`src/rtl/fetch_stage_pkg.sv`:
```
// ---------------------------------------------------------------------------
// fetch_stage_pkg
// Shared definitions for the instruction-fetch stage of the 5-stage MIPS core:
//   - npc_sel_e   : next-PC source encoding driven by decode
//   - PC_RESET_VAL: PC value after reset
//   - NOP_INSTR   : instruction word loaded into F/D on flush / reset
//   - branchOffset: sign-extended, word-scaled branch displacement
// ---------------------------------------------------------------------------
package fetch_stage_pkg;

  // Next-PC source selected by the instruction currently in D
  typedef enum logic [1:0] {
    NPC_SEQ = 2'b00,
    NPC_BR  = 2'b01,
    NPC_J   = 2'b10,
    NPC_JR  = 2'b11
  } npc_sel_e;

  localparam logic [31:0] PC_RESET_VAL = 32'h0000_3000;
  localparam logic [31:0] NOP_INSTR    = 32'h0000_0000;

  // Branch displacement: sext(imm16) << 2
  function automatic logic [31:0] branchOffset(input logic [15:0] imm);
    return {{14{imm[15]}}, imm, 2'b00};
  endfunction

endpackage

```
`src/rtl/fetch_npc.sv`:
```
// ---------------------------------------------------------------------------
// fetch_npc
// Purely combinational next-PC selection for the fetch stage.
// Ports:
//   i_pcF      : current fetch PC
//   i_pcD      : PC of the instruction in D
//   i_irIndex  : IR_D[25:0] (jump index; low 16 bits are the branch immediate)
//   i_npcSel   : next-PC source (npc_sel_e encoding)
//   i_brTaken  : branch comparison result for the instruction in D
//   i_rsFwd    : forwarded rs value, jr/jalr target
//   o_npc      : next PC (32-bit wrap-around arithmetic)
// ---------------------------------------------------------------------------
module fetch_npc
  import fetch_stage_pkg::*;
(
  input  logic [31:0] i_pcF,
  input  logic [31:0] i_pcD,
  input  logic [25:0] i_irIndex,
  input  logic [1:0]  i_npcSel,
  input  logic        i_brTaken,
  input  logic [31:0] i_rsFwd,
  output logic [31:0] o_npc
);

  logic [31:0] w_pcF4;
  logic [31:0] w_brTarget;
  logic [31:0] w_jTarget;

  // The delay slot is already in F, so a branch target is relative to PC_D+4
  assign w_pcF4     = i_pcF + 32'd4;
  assign w_brTarget = i_pcD + 32'd4 + branchOffset(i_irIndex[15:0]);
  assign w_jTarget  = {i_pcD[31:28], i_irIndex, 2'b00};

  // Source mux; a not-taken branch falls through to the sequential PC
  always_comb begin
    o_npc = w_pcF4;
    case (npc_sel_e'(i_npcSel))
      NPC_SEQ: o_npc = w_pcF4;
      NPC_BR:  o_npc = i_brTaken ? w_brTarget : w_pcF4;
      NPC_J:   o_npc = w_jTarget;
      NPC_JR:  o_npc = i_rsFwd;
      default: o_npc = w_pcF4;
    endcase
  end

endmodule

```
`src/rtl/fetch_stage.sv`:
```
// ---------------------------------------------------------------------------
// fetch_stage
// Instruction-fetch stage plus the F/D pipeline register of the MIPS core.
// Holds the PC, selects the next PC (via fetch_npc) from the instruction
// resolved in D, drives instruction memory and feeds decode.
//
// Parameters:
//   PC_RESET   : PC after reset
//   IMEM_BASE  : byte address of imem word 0   (FETCH_ADEL_EN builds only)
//   IMEM_WORDS : imem depth in words           (FETCH_ADEL_EN builds only)
//
// Ports:
//   clk, reset_n : rising-edge clock, asynchronous active-low reset
//   pc_en, D_en  : PC / F/D load enables from the stall controller
//   d_clr        : F/D flush, loads a NOP
//   npc_sel      : next-PC source for the instruction in D
//   br_taken     : branch outcome for the instruction in D
//   rs_fwd_D     : forwarded rs value, jr target
//   imem_addr    : fetch byte address (= PC_F)
//   imem_rdata   : combinational instruction word at imem_addr
//   PC_F         : current fetch PC
//   IR_D, PC_D   : instruction and its PC in D
//   PC8_D        : PC_D + 8, jal/jalr link value
//   exc_adel_D   : fetch address-error flag in D (FETCH_ADEL_EN only)
//
// Build option: define FETCH_ADEL_EN to flag misaligned or out-of-range
// fetches; otherwise imem_rdata passes through unchanged.
// ---------------------------------------------------------------------------
module fetch_stage
  import fetch_stage_pkg::*;
#(
  parameter logic [31:0] PC_RESET = PC_RESET_VAL
`ifdef FETCH_ADEL_EN
  ,
  parameter logic [31:0] IMEM_BASE  = 32'h0000_3000,
  parameter int unsigned IMEM_WORDS = 4096
`endif
)(
  input  logic        clk,
  input  logic        reset_n,
  input  logic        pc_en,
  input  logic        D_en,
  input  logic        d_clr,
  input  logic [1:0]  npc_sel,
  input  logic        br_taken,
  input  logic [31:0] rs_fwd_D,
  output logic [31:0] imem_addr,
  input  logic [31:0] imem_rdata,
  output logic [31:0] PC_F,
  output logic [31:0] IR_D,
  output logic [31:0] PC_D,
  output logic [31:0] PC8_D
`ifdef FETCH_ADEL_EN
  ,
  output logic        exc_adel_D
`endif
);

  logic [31:0] r_pcF;
  logic [31:0] r_irD;
  logic [31:0] r_pcD;
  logic [31:0] r_pc8D;
  logic [31:0] w_npc;
  logic [31:0] w_fetchWord;

  fetch_npc u_npc (
    .i_pcF     (r_pcF),
    .i_pcD     (r_pcD),
    .i_irIndex (r_irD[25:0]),
    .i_npcSel  (npc_sel),
    .i_brTaken (br_taken),
    .i_rsFwd   (rs_fwd_D),
    .o_npc     (w_npc)
  );

`ifdef FETCH_ADEL_EN
  // End of the valid fetch window, computed in 33 bits so it cannot wrap
  localparam logic [32:0] IMEM_END = {1'b0, IMEM_BASE} + (33'(IMEM_WORDS) << 2);

  logic w_fetchFault;
  logic r_adelD;

  assign w_fetchFault = (r_pcF[1:0] != 2'b00) ||
                        (r_pcF < IMEM_BASE) ||
                        ({1'b0, r_pcF} >= IMEM_END);
  assign w_fetchWord  = w_fetchFault ? NOP_INSTR : imem_rdata;

  // Fault flag travels with IR_D; reset and flush both clear it
  always_ff @(posedge clk or negedge reset_n) begin
    if (!reset_n) begin
      r_adelD <= 1'b0;
    end else if (D_en) begin
      r_adelD <= !d_clr && w_fetchFault;
    end
  end

  assign exc_adel_D = r_adelD;
`else
  assign w_fetchWord = imem_rdata;
`endif

  // PC register: a stall wins over any redirect, since the branch in D may
  // be waiting on operands that are not yet valid
  always_ff @(posedge clk or negedge reset_n) begin
    if (!reset_n) begin
      r_pcF <= PC_RESET;
    end else if (pc_en) begin
      r_pcF <= w_npc;
    end
  end

  // F/D register: while held, the fetched word is dropped and refetched
  // from the held PC on the next cycle
  always_ff @(posedge clk or negedge reset_n) begin
    if (!reset_n) begin
      r_irD  <= NOP_INSTR;
      r_pcD  <= PC_RESET;
      r_pc8D <= PC_RESET + 32'd8;
    end else if (D_en) begin
      r_irD  <= d_clr ? NOP_INSTR : w_fetchWord;
      r_pcD  <= r_pcF;
      r_pc8D <= r_pcF + 32'd8;
    end
  end

  assign imem_addr = r_pcF;
  assign PC_F      = r_pcF;
  assign IR_D      = r_irD;
  assign PC_D      = r_pcD;
  assign PC8_D     = r_pc8D;

endmodule

```
`config.mk`:
```
export PLATFORM = sky130hd
export DESIGN_NAME = fetch_stage
export DESIGN_NICKNAME = d
export VERILOG_FILES = /design/src/rtl/fetch_stage_pkg.sv /design/src/rtl/fetch_npc.sv /design/src/rtl/fetch_stage.sv
export SDC_FILE = /design/constraint.sdc
export NUM_CORES = 1
export LEC_CHECK = 0
export ABC_AREA = 1
export CAP_MARGIN = 15
export CORE_UTILIZATION = 35
export DETAILED_ROUTE_END_ITERATION = 8
export GPL_TIMING_DRIVEN = 0
export HOLD_SLACK_MARGIN = 0.08
export PLACE_DENSITY_LB_ADDON = 0.05
export SYNTH_ARGS = -nofsm -noshare
export SYNTH_HDL_FRONTEND = slang
export SYNTH_SLANG_ARGS = --single-unit
```
`constraint.sdc`:
```
create_clock -name clk -period 3.7 [get_ports clk]
set_input_delay 0.37 -clock clk [delete_from_list [all_inputs] [get_ports clk]]
set_output_delay 0.37 -clock clk [all_outputs]
set_load 0.01 [all_outputs]
```
==> flow_summary_export.csv <==
group,metric,value,unit
critical_path,crit_path_max_incr_delay,810,ps
die,die_width,169,µm
sta,finalClockSkew,10.4,ps
critical_path,worst_ep_arrival_time,3620,ps
power_and_ir_drop,p_leak,6.47,nW
die,row_count,60,
yosys,synth_sequential_area_ratio,32.3,%
sta,rsz_0062_raised_after_global_routing,"no",
clock_tree,path_clk_slew,70,ps
yosys,ys.warnings.count,0,
route,detail_route.wirelength,41.6,mm
critical_path,timing.critical_path.slowest_stage_cell,"sky130_fd_sc_hd__dfrtp_1",
critical_path,cp_max_fo,17,
placement,globalplace.congestion,0.930,
critical_path,required,4010,ps
yosys,top_flip_flop_cell_by_instance_count_after_synthesis,"sky130_fd_sc_hd__dfrtp_1",
sta,peak_freq,301,MHz
clock_tree,cts-resized-gates,0,
die,chipHeight,169,µm
sta,slew_headroom,32.5,%
sta,final.hold.worst_slack,478,ps
sta,final-max-slew-violation-count,0,
clock_tree,tritoncts,"done",
layout,drive_gt1_share,8.12,%
route,mean_number_of_vias_per_cell,4.96,
die,die_area,28500,µm²
sta,finalHoldViolCount,0,
route,firstDrtPassIters,5,
yosys,mappedNetlistNets,1594,
yosys,synth_enable_flop_cells,0,
clock_tree,cts_buffers,17,
critical_path,crit_path_cell_trace,"ha_1 > ha_1 > nand2_1 > nor2_1 > inv_1 > nor2_1 > nand4_1 > nand4_1 > nand3_1 > nand2_1 > nand2_1 > nand2_1 > nand2_1",
sta,worstMarginPinSlew,1010,ps
route,drcViolationCount,0,
critical_path,timing.setup.critical_path_class,"flip-flop to flip-flop",
yosys,synth.top_cell.area_share,30.4,%
clock_tree,cts.repair_timing.setup_buffer_count,0,
clock_tree,post_cts_hold_buffer_count,1,
yosys,async_reset_ff_share,100,%
critical_path,timing.critical_path.from_type,"flip-flop",
die,core_region_area,27100,µm²
min_path,hold_class,"input pin to asynchronous set/reset pin",
run_status,status,"finished, final reports clean",
yosys,post_synth.cell_area_avg,6.65,µm²
yosys,netlist_instances,1462,
clock_tree,cts_htree_levels,4,
placement,hpwlAfterDp,33.8,mm
die,initial_utilization,35.9,%
power_and_ir_drop,ir_drop,244,µV
layout,non_filler_instance_count_after_layout,2097,
yosys,yosys.area.top_type,"sky130_fd_sc_hd__dfrtp_1",
clock_tree,insertion_delay,420,ps
grt,first_global_vias,10200,
critical_path,worst_path_most_repeated_cell,"sky130_fd_sc_hd__nand2_1",
sta,setup-violations-final,0,
grt,largest_net_degree_at_the_start_of_global_routing,71,
clock_tree,clock_sink_count,125,
sta,post-route-period-util,89.7,%
yosys,synthDistinctLibCells,45,
route,avgRoutedWirePerCell,19.8,µm
yosys,ys_ff_latch,125,
clock_tree,clock_path_buffers,2,
flow_run,max_capacitance_violation_total,0,
power_and_ir_drop,power_density,443,nW/µm²
critical_path,setup.worst_path.end_class,"flip-flop",
placement,numPortBuffers,229,
layout,area_growth_from_synthesis_to_layout,34.9,%
grt,global_route_wire_length_before_repair,62.2,mm
grt,grt_overflow,0,
clock_tree,clock-root-buffer,"sky130_fd_sc_hd__clkbuf_16",
layout,insertedDiodeCount,0,
layout,fin_nets,1844,
die,pin_count,232,
route,drtAntennaViolNets,0,
yosys,synth_commonest_cells,"466 x sky130_fd_sc_hd__nand2_1, 239 x sky130_fd_sc_hd__inv_1, 118 x sky130_fd_sc_hd__dfrtp_1",
critical_path,r2r_slack,380,ps
grt,antenna_found_initial,0,
placement,dp_cells,2064,
route,drt_iter0_drc,836,
yosys,area_of_the_mapped_netlist,9720,µm²
yosys,yosysMostFrequentCell,"sky130_fd_sc_hd__nand2_1",
yosys,synth.area.top_cells,"sky130_fd_sc_hd__dfrtp_1 30%, sky130_fd_sc_hd__nand2_1 18%, sky130_fd_sc_hd__inv_1 9.2%, sky130_fd_sc_hd__ha_1 7.6%, sky130_fd_sc_hd__nand3_1 4.8%",
sta,min_period,3320,ps
route,via_count,10400,
grt,globalRouteTotalUtil,29.9,%
layout,num-fill-cells,2885,
-- critical path, delay by kind of cell (launching register included) --
family / cells / cell delay (ps)
buf+inv: 1 / 60
simple gates: 10 / 1590
flops: 1 / 810
fa+ha+maj: 2 / 740
-- layout make-up --
cell class / instances / area, µm² / share of cell area [%]
Buffer: 77 / 430 / 3.28
Clock buffer: 18 / 439 / 3.35
Clock inverter: 14 / 161 / 1.23
Inverter: 261 / 980 / 7.47
Multi-Input combinational cell: 999 / 5180 / 39.5
Sequential cell: 125 / 3140 / 23.9
Tap cell: 372 / 465 / 3.55
Timing Repair Buffer: 231 / 2330 / 17.8
-- metrics by stage --
stage          setup TNS, ps  cell area [µm²]  setup slack (ps)  utilization (%)  power (mW)
2_1_floorplan              0             9720              1330                -        2.93
3_3_place_gp         -377890            12500             -3130             46.1        4.05
3_5_place_dp               0            12500               329             46.2        4.05
4_1_cts                    0            13100               310             48.4        5.83
5_1_grt                    0            13100               186             48.4        6.12
6_report                   0            13100               382             48.4        5.81
-- logic make-up after synthesis --
family | count (synthesis) | synth area share (%)
adders and majority gates | 60 | 7.80
xor gates and xnor gates | 23 | 2.07
buffers and inverters | 338 | 14.5
and+or+nand+nor | 710 | 31.1
DFF | 125 | 32.3
AOI/OAI and AO/OA | 206 | 12.3
-- sequential cells by signal (all words and copies together), names as in the netlist --
signal  flops
IR_D       32
PC_D       32
PC_F       32
PC8_D      29
-- path summary, 6_finish.rpt --
kind | from | endpoint | cells past startpoint
hold / removal | reset_n | IR_D[29] | 2
min in group clk | npc_sel[1] | PC_F[16] | 5
max in group asynchronous | reset_n | PC_D[12] | 3
hold reg to reg | PC8_D[29] | PC8_D[29] | 2
setup reg to reg | IR_D[15] | PC_F[22] | 13
setup / recovery | IR_D[15] | PC_F[22] | 13
-- layer usage --
metal  track usage [%]  wire length, µm
met1              40.8            19200
met4              9.33             1120
met2              48.8            19200
met3              4.19             2080
met5                 0                0
-- layout by cell type (no fill, tap or decap), types with 13 or more instances in the layout --
cell | Yosys | layout
sky130_fd_sc_hd__clkbuf_16 | 0 | 17
sky130_fd_sc_hd__inv_2 | 21 | 21
sky130_fd_sc_hd__o21ai_0 | 76 | 76
sky130_fd_sc_hd__clkdlybuf4s50_1 | 0 | 228
sky130_fd_sc_hd__nand4_1 | 16 | 16
sky130_fd_sc_hd__dfrtp_1 | 118 | 118
sky130_fd_sc_hd__clkbuf_1 | 32 | 32
sky130_fd_sc_hd__o22ai_1 | 27 | 27
sky130_fd_sc_hd__a211oi_1 | 13 | 13
sky130_fd_sc_hd__a21oi_1 | 46 | 46
sky130_fd_sc_hd__ha_1 | 59 | 59
sky130_fd_sc_hd__nor2_1 | 84 | 84
sky130_fd_sc_hd__inv_1 | 239 | 239
sky130_fd_sc_hd__nand3_1 | 94 | 94
sky130_fd_sc_hd__xor2_1 | 13 | 13
sky130_fd_sc_hd__nand2_1 | 466 | 466
sky130_fd_sc_hd__buf_4 | 36 | 36
-- power breakdown --
part | internal (mW) | switching, mW | total [mW]
logic | 0.983 | 1.22 | 2.20
clock network | 1.02 | 0.728 | 1.75
registers | 1.57 | 0.287 | 1.86
total | 3.58 | 2.23 | 5.81
Note: power is estimated with default switching activity, not from simulation.
